==> config.mk <==
export PLATFORM = sky130hd
export DESIGN_NAME = mem_arbiter
export DESIGN_NICKNAME = d
export VERILOG_FILES = /design/src/rtl/mem_arbiter_pkg.sv /design/src/rtl/mem_arbiter_slot.sv /design/src/rtl/mem_arbiter.sv
export SDC_FILE = /design/constraint.sdc
export NUM_CORES = 1
export LEC_CHECK = 0
export BUFFER_PORTS_ARGS = -buffer_cell sky130_fd_sc_hd__buf_4
export CORE_MARGIN = 2
export CORE_UTILIZATION = 26
export CTS_BUF_LIST = sky130_fd_sc_hd__clkbuf_8
export DETAILED_ROUTE_END_ITERATION = 10
export RECOVER_POWER = 25
export SETUP_SLACK_MARGIN = 0.2
export SLEW_MARGIN = 20
export SYNTH_ARGS = -nofsm -noshare
export SYNTH_HDL_FRONTEND = slang
export SYNTH_SLANG_ARGS = --single-unit
==> constraint.sdc <==
create_clock -name clk -period 5 [get_ports clk]
set_clock_uncertainty 0.2 [all_clocks]
set_input_delay 0.25 -clock clk [delete_from_list [all_inputs] [get_ports clk]]
set_output_delay 0.25 -clock clk [all_outputs]
set_load 0.01 [all_outputs]
==> src/rtl/mem_arbiter_pkg.sv <==
// Shared encodings and grant selection for the two-port memory arbiter.
package mem_arbiter_pkg;

   localparam logic [1:0] RW_NONE  = 2'b00;
   localparam logic [1:0] RW_READ  = 2'b01;
   localparam logic [1:0] RW_WRITE = 2'b10;

   typedef enum logic {
      ARB_IDLE = 1'b0,
      ARB_WAIT = 1'b1
   } arb_state_t;

   // A lone full slot always wins; on a conflict either port1 wins (dprio) or the port that was not served last.
   function automatic logic pick_grant(input logic full0, input logic full1,
                                       input logic last_grant, input logic dprio);
      if (full0 && full1) return dprio ? 1'b1 : ~last_grant;
      return full1;
   endfunction

endpackage

==> src/rtl/mem_arbiter_slot.sv <==
// One-entry request slot: captures a pulsed request, frees on completion, flags dropped requests.
module mem_arb_slot
   import mem_arbiter_pkg::*;
#(
   parameter int ADDR_WIDTH = 32,
   parameter int DATA_WIDTH = 32
) (
   input  logic                    clk,
   input  logic                    rst,
   input  logic [1:0]              req_flag,
   input  logic [ADDR_WIDTH-1:0]   req_addr,
   input  logic [DATA_WIDTH-1:0]   req_w_data,
   input  logic [DATA_WIDTH/8-1:0] req_w_mask,
   input  logic                    free,
   output logic                    full,
   output logic [1:0]              flag,
   output logic [ADDR_WIDTH-1:0]   addr,
   output logic [DATA_WIDTH-1:0]   w_data,
   output logic [DATA_WIDTH/8-1:0] w_mask,
   output logic                    overflow
);

   logic req_seen;
   logic capture;

   assign req_seen = (req_flag != RW_NONE);
   assign capture  = req_seen && (!full || free);

   always_ff @(posedge clk or posedge rst) begin
      if (rst) begin
         full     <= 1'b0;
         overflow <= 1'b0;
      end else begin
         if (free) full <= 1'b0;
         if (capture) full <= 1'b1;
         if (req_seen && full && !free) overflow <= 1'b1;
      end
   end

   // Payload needs no reset: it is only observed while full is set.
   always_ff @(posedge clk) begin
      if (capture) begin
         flag   <= req_flag[0] ? RW_READ : RW_WRITE;
         addr   <= req_addr;
         w_data <= req_w_data;
         w_mask <= req_w_mask;
      end
   end

endmodule

==> src/rtl/mem_arbiter.sv <==
// Two-port arbiter sharing one memory port between icache (port0) and dcache (port1).
// Define MEM_ARB_DPRIO_EN for fixed port1 priority instead of round-robin.
module mem_arbiter
   import mem_arbiter_pkg::*;
#(
   parameter int ADDR_WIDTH = 32,
   parameter int DATA_WIDTH = 32
) (
   input  logic                    clk,
   input  logic                    rst,
   input  logic [1:0]              p0_rw_flag_i,
   input  logic [ADDR_WIDTH-1:0]   p0_addr_i,
   input  logic [DATA_WIDTH-1:0]   p0_w_data_i,
   input  logic [DATA_WIDTH/8-1:0] p0_w_mask_i,
   output logic [DATA_WIDTH-1:0]   p0_r_data_o,
   output logic                    p0_busy_o,
   output logic                    p0_done_o,
   input  logic [1:0]              p1_rw_flag_i,
   input  logic [ADDR_WIDTH-1:0]   p1_addr_i,
   input  logic [DATA_WIDTH-1:0]   p1_w_data_i,
   input  logic [DATA_WIDTH/8-1:0] p1_w_mask_i,
   output logic [DATA_WIDTH-1:0]   p1_r_data_o,
   output logic                    p1_busy_o,
   output logic                    p1_done_o,
   output logic [1:0]              mem_rw_flag_o,
   output logic [ADDR_WIDTH-1:0]   mem_addr_o,
   output logic [DATA_WIDTH-1:0]   mem_w_data_o,
   output logic [DATA_WIDTH/8-1:0] mem_w_mask_o,
   input  logic [DATA_WIDTH-1:0]   mem_r_data_i,
   input  logic                    mem_busy,
   input  logic                    mem_done,
   output logic                    overflow_o
);

`ifdef MEM_ARB_DPRIO_EN
   localparam logic DPRIO = 1'b1;
`else
   localparam logic DPRIO = 1'b0;
`endif

   logic                    s0_full, s1_full;
   logic [1:0]              s0_flag, s1_flag;
   logic [ADDR_WIDTH-1:0]   s0_addr, s1_addr;
   logic [DATA_WIDTH-1:0]   s0_w_data, s1_w_data;
   logic [DATA_WIDTH/8-1:0] s0_w_mask, s1_w_mask;
   logic                    s0_ovf, s1_ovf;
   logic                    free0, free1;

   arb_state_t state;
   logic       last_grant;
   logic       grant_q;
   logic       presented;
   logic       grant;
   logic       any_full;

   assign any_full   = s0_full || s1_full;
   assign free0      = (state == ARB_WAIT) && mem_done && !grant_q;
   assign free1      = (state == ARB_WAIT) && mem_done && grant_q;
   assign p0_busy_o  = s0_full;
   assign p1_busy_o  = s1_full;
   assign overflow_o = s0_ovf || s1_ovf;

   mem_arb_slot #(.ADDR_WIDTH(ADDR_WIDTH), .DATA_WIDTH(DATA_WIDTH)) u_slot0 (
      .clk(clk), .rst(rst),
      .req_flag(p0_rw_flag_i), .req_addr(p0_addr_i),
      .req_w_data(p0_w_data_i), .req_w_mask(p0_w_mask_i),
      .free(free0), .full(s0_full), .flag(s0_flag), .addr(s0_addr),
      .w_data(s0_w_data), .w_mask(s0_w_mask), .overflow(s0_ovf)
   );

   mem_arb_slot #(.ADDR_WIDTH(ADDR_WIDTH), .DATA_WIDTH(DATA_WIDTH)) u_slot1 (
      .clk(clk), .rst(rst),
      .req_flag(p1_rw_flag_i), .req_addr(p1_addr_i),
      .req_w_data(p1_w_data_i), .req_w_mask(p1_w_mask_i),
      .free(free1), .full(s1_full), .flag(s1_flag), .addr(s1_addr),
      .w_data(s1_w_data), .w_mask(s1_w_mask), .overflow(s1_ovf)
   );

   // Once a request is shown to a busy memory, the grant is frozen until it is accepted.
   always_comb begin
      grant = presented ? grant_q : pick_grant(s0_full, s1_full, last_grant, DPRIO);
      mem_rw_flag_o = RW_NONE;
      mem_addr_o    = '0;
      mem_w_data_o  = '0;
      mem_w_mask_o  = '0;
      if (state == ARB_IDLE && any_full) begin
         if (grant) begin
            mem_rw_flag_o = s1_flag;
            mem_addr_o    = s1_addr;
            mem_w_data_o  = s1_w_data;
            mem_w_mask_o  = s1_w_mask;
         end else begin
            mem_rw_flag_o = s0_flag;
            mem_addr_o    = s0_addr;
            mem_w_data_o  = s0_w_data;
            mem_w_mask_o  = s0_w_mask;
         end
      end
   end

   always_ff @(posedge clk or posedge rst) begin
      if (rst) begin
         state       <= ARB_IDLE;
         last_grant  <= 1'b1;
         grant_q     <= 1'b0;
         presented   <= 1'b0;
         p0_done_o   <= 1'b0;
         p1_done_o   <= 1'b0;
         p0_r_data_o <= '0;
         p1_r_data_o <= '0;
      end else begin
         p0_done_o <= 1'b0;
         p1_done_o <= 1'b0;
         case (state)
            ARB_IDLE: begin
               if (any_full) begin
                  grant_q <= grant;
                  if (!mem_busy) begin
                     last_grant <= grant;
                     presented  <= 1'b0;
                     state      <= ARB_WAIT;
                  end else begin
                     presented  <= 1'b1;
                  end
               end
            end
            ARB_WAIT: begin
               if (mem_done) begin
                  if (grant_q) begin
                     p1_done_o <= 1'b1;
                     if (s1_flag == RW_READ) p1_r_data_o <= mem_r_data_i;
                  end else begin
                     p0_done_o <= 1'b1;
                     if (s0_flag == RW_READ) p0_r_data_o <= mem_r_data_i;
                  end
                  state <= ARB_IDLE;
               end
            end
            default: state <= ARB_IDLE;
         endcase
      end
   end

endmodule

==> flow_metrics.env <==
export IMPL_end_kind="primary output"
export IMPL_synth_seq_cells=214
export IMPL_vias_per_cell=4.23
export IMPL_cp_max_fo=30
export IMPL_peakVddDrop_mv=0.287
export IMPL_rows=65
export IMPL_layout_commonest_cell="buf_4"
export IMPL_h_tree_depth=2
export IMPL_finish_utilization=0.429
export IMPL_synth_area_um2=8420
export IMPL_slew_violations=0
export IMPL_maxCapViolations=0
export IMPL_drt_iter0_drc=220
export IMPL_antenna_found_initial=0
export IMPL_clk_pin_slew_worst_paths_ns=0.06
export IMPL_worstPathRequired_ns=4.55
export IMPL_worstReg2RegStart="grant_q"
export IMPL_synth_seq_area_share=0.719
export IMPL_rrSetupSlack_ns=2.56
export IMPL_crit_end="mem_addr_o[12]"
export IMPL_drc=0
export IMPL_status="complete, no violations"
export IMPL_dr_total_vias=6309
export IMPL_fmax_mhz=335
export IMPL_grt_setup_unrepaired="false"
export IMPL_instances_no_fill=1491
export IMPL_hpwl_mm=14.6
export IMPL_hold_viol_final=0
export IMPL_grt_usage=0.138
export IMPL_post_drt_wl_per_cell_um=15.9
export IMPL_worst_hold_slack_ns=0.252
export IMPL_ff2ff_path_depth=3
export IMPL_cts_setup_buffers=0
export IMPL_tightest_slew_ns=1.05
export IMPL_synth_net_count=727
export IMPL_first_global_vias=6893
export IMPL_clock_sink_count=214
export IMPL_gp_routability_congestion=0.726
export IMPL_routed_wl_mm=23.7
export IMPL_start_util=0.265
export IMPL_numCtsBuffers=39
export IMPL_die_h_um=184
export IMPL_dp_cells=1246
export IMPL_mostFrequentLayoutCells="185 x buf_4, 175 x dlygate4sd3_1, 148 x nand2_1"
export IMPL_drive_above_1_share=0.403
export IMPL_p_per_area_nw_per_um2=458
export IMPL_nets=1236
export IMPL_clockRootBuffer="clkbuf_8"
export IMPL_min_path_type="in2reg"
export IMPL_crit_arrival_ns=2.53
export IMPL_fp_dieW_um=184
export IMPL_areaGrowthSynthToFinish_pct=61.6
export IMPL_yosysTopAreaCell="edfxtp_1"
export IMPL_grt_pass1_wl_mm=36.5
export IMPL_synthDominantCellAreaShare=0.499
export IMPL_synthCells=551
export IMPL_placed_area_um2=11200
export IMPL_ys_top_cells_by_area="edfxtp_1 50%, dfrtp_1 22%, mux2i_1 8.4%, mux2_2 8.3%, nand2_1 6.6%"
export IMPL_finalSetupViolations=0
export IMPL_grt_start_max_net_pins=82
export IMPL_timing_final_crit_share=0.596
export IMPL_r2r_end="u_slot0.addr[2]"
export IMPL_drt_pass1_iterations=4
export IMPL_crit_start="u_slot1.full"
export IMPL_overflow=0
export IMPL_die_area_um2=33800
export IMPL_pin_count=315
export IMPL_clk_insertion_delay_late_ns=0.51
export IMPL_drt_antenna_violating_nets=0
export IMPL_critPathKind="reg2out"
export IMPL_cts_tree="built"
export IMPL_finalCriticalPeriod_ns=2.98
export IMPL_core_um2=31700
export IMPL_setup_tns_ns=0
export IMPL_relSlewSlack=0.299
export IMPL_port_buffers=314
export IMPL_fin_area_um2=13600
export IMPL_clock_path_buffers=3
export IMPL_p_leak_nw=5.96
export IMPL_synth_distinct_cells=24
export IMPL_startpoint_type="flip-flop"
export IMPL_syn_area_per_cell_um2=15.3
export IMPL_ys_warn_count=0
[synth_stat cells]
cell,n
a21boi_0,1
a21oi_1,2
buf_2,12
buf_4,7
buf_6,6
clkbuf_1,5
dfrtp_1,73
dfstp_2,1
edfxtp_1,140
inv_1,6
mux2_1,2
mux2_2,62
mux2i_1,71
nand2_1,148
nand3_2,1
nand3b_4,1
nor2_1,2
nor3b_4,2
o21ai_0,2
o21ba_2,1
o21bai_1,3
o22ai_1,1
o31ai_1,1
or2_2,1
[critical path, stage by stage, from the launching register on]
cell,delay (ns)
dfrtp_1,0.46
a21boi_0,0.19
mux2i_4,0.17
buf_4,0.48
mux2i_1,0.46
buf_4,0.20
[cell type report]
type	count	area, µm²
well taps	402	503
clock buffers	43	592
clock inverters	26	118
diodes	1	2.50
repair buffers	498	4150
multi-input cells	301	2170
inverters	6	22.5
flip-flops and latches	214	6060
fillers	2913	18100
[where the power goes]
part           internal (mW)  switching, mW  leakage (nW)
Sequential              2.32          0.184          2.18
Clock                  0.792          0.720         0.402
Combinational           1.18           1.04          3.38
[worst min path at each step]
stage	startpoint	endpoint	slack, ns	depth (start not counted)
after global routing	p1_addr_i[4]	u_slot1.addr[4]	0.22	2
after floorplan	mem_busy	last_grant	0.12	1
final	p0_addr_i[12]	u_slot0.addr[12]	0.25	2
after CTS	p0_addr_i[12]	u_slot0.addr[12]	0.19	2
after global placement	p1_w_data_i[15]	u_slot1.w_data[15]	0.23	1
after detailed placement	p1_addr_i[18]	u_slot1.addr[18]	0.23	1
[cell families after synthesis]
group,count (synthesis),synth area share
flip-flops,214,0.719
AO/OA/AOI/OAI,11,0.00877
buffers and inverters,36,0.0263
AND/OR/NAND/NOR,155,0.0756
multiplexers,135,0.170
[sequential cells by signal, summed over array words and instances, names as in the netlist]
register / cells
u_slot0.flag: 2
u_slot0.overflow: 1
p1_done_o: 1
u_slot1.flag: 2
u_slot1.w_data: 32
u_slot1.w_mask: 4
u_slot1.overflow: 1
u_slot0.full: 1
p0_r_data_o: 32
grant_q: 1
u_slot1.addr: 32
presented: 1
u_slot0.w_data: 32
u_slot0.w_mask: 4
state: 1
last_grant: 1
p0_done_o: 1
u_slot1.full: 1
p1_r_data_o: 32
u_slot0.addr: 32
[per-layer routing]
layer / track usage / up-vias / routed length (µm)
met1: 0.142 / 2997 / 8750
li1: - / 2967 / -
met5: 0 / - / 0
met4: 0.0563 / 0 / 746
met2: 0.255 / 293 / 12100
met3: 0.0495 / 52 / 2160
[stage by stage]
step | worst slack [ns] | total power [mW]
global placement | 2.54 | 4.66
finish | 2.02 | 6.24
floorplan | 0.259 | 3.60
global route | 1.88 | 6.60
CTS | 1.96 | 6.34
detailed placement | 2.54 | 4.68
[repair_timing]
item	in CTS	in global routing
hold endpoints to repair	286	0
hold buffers	175	0
gates resized for setup	0	0
Note: power is estimated with default switching activity, not from simulation.
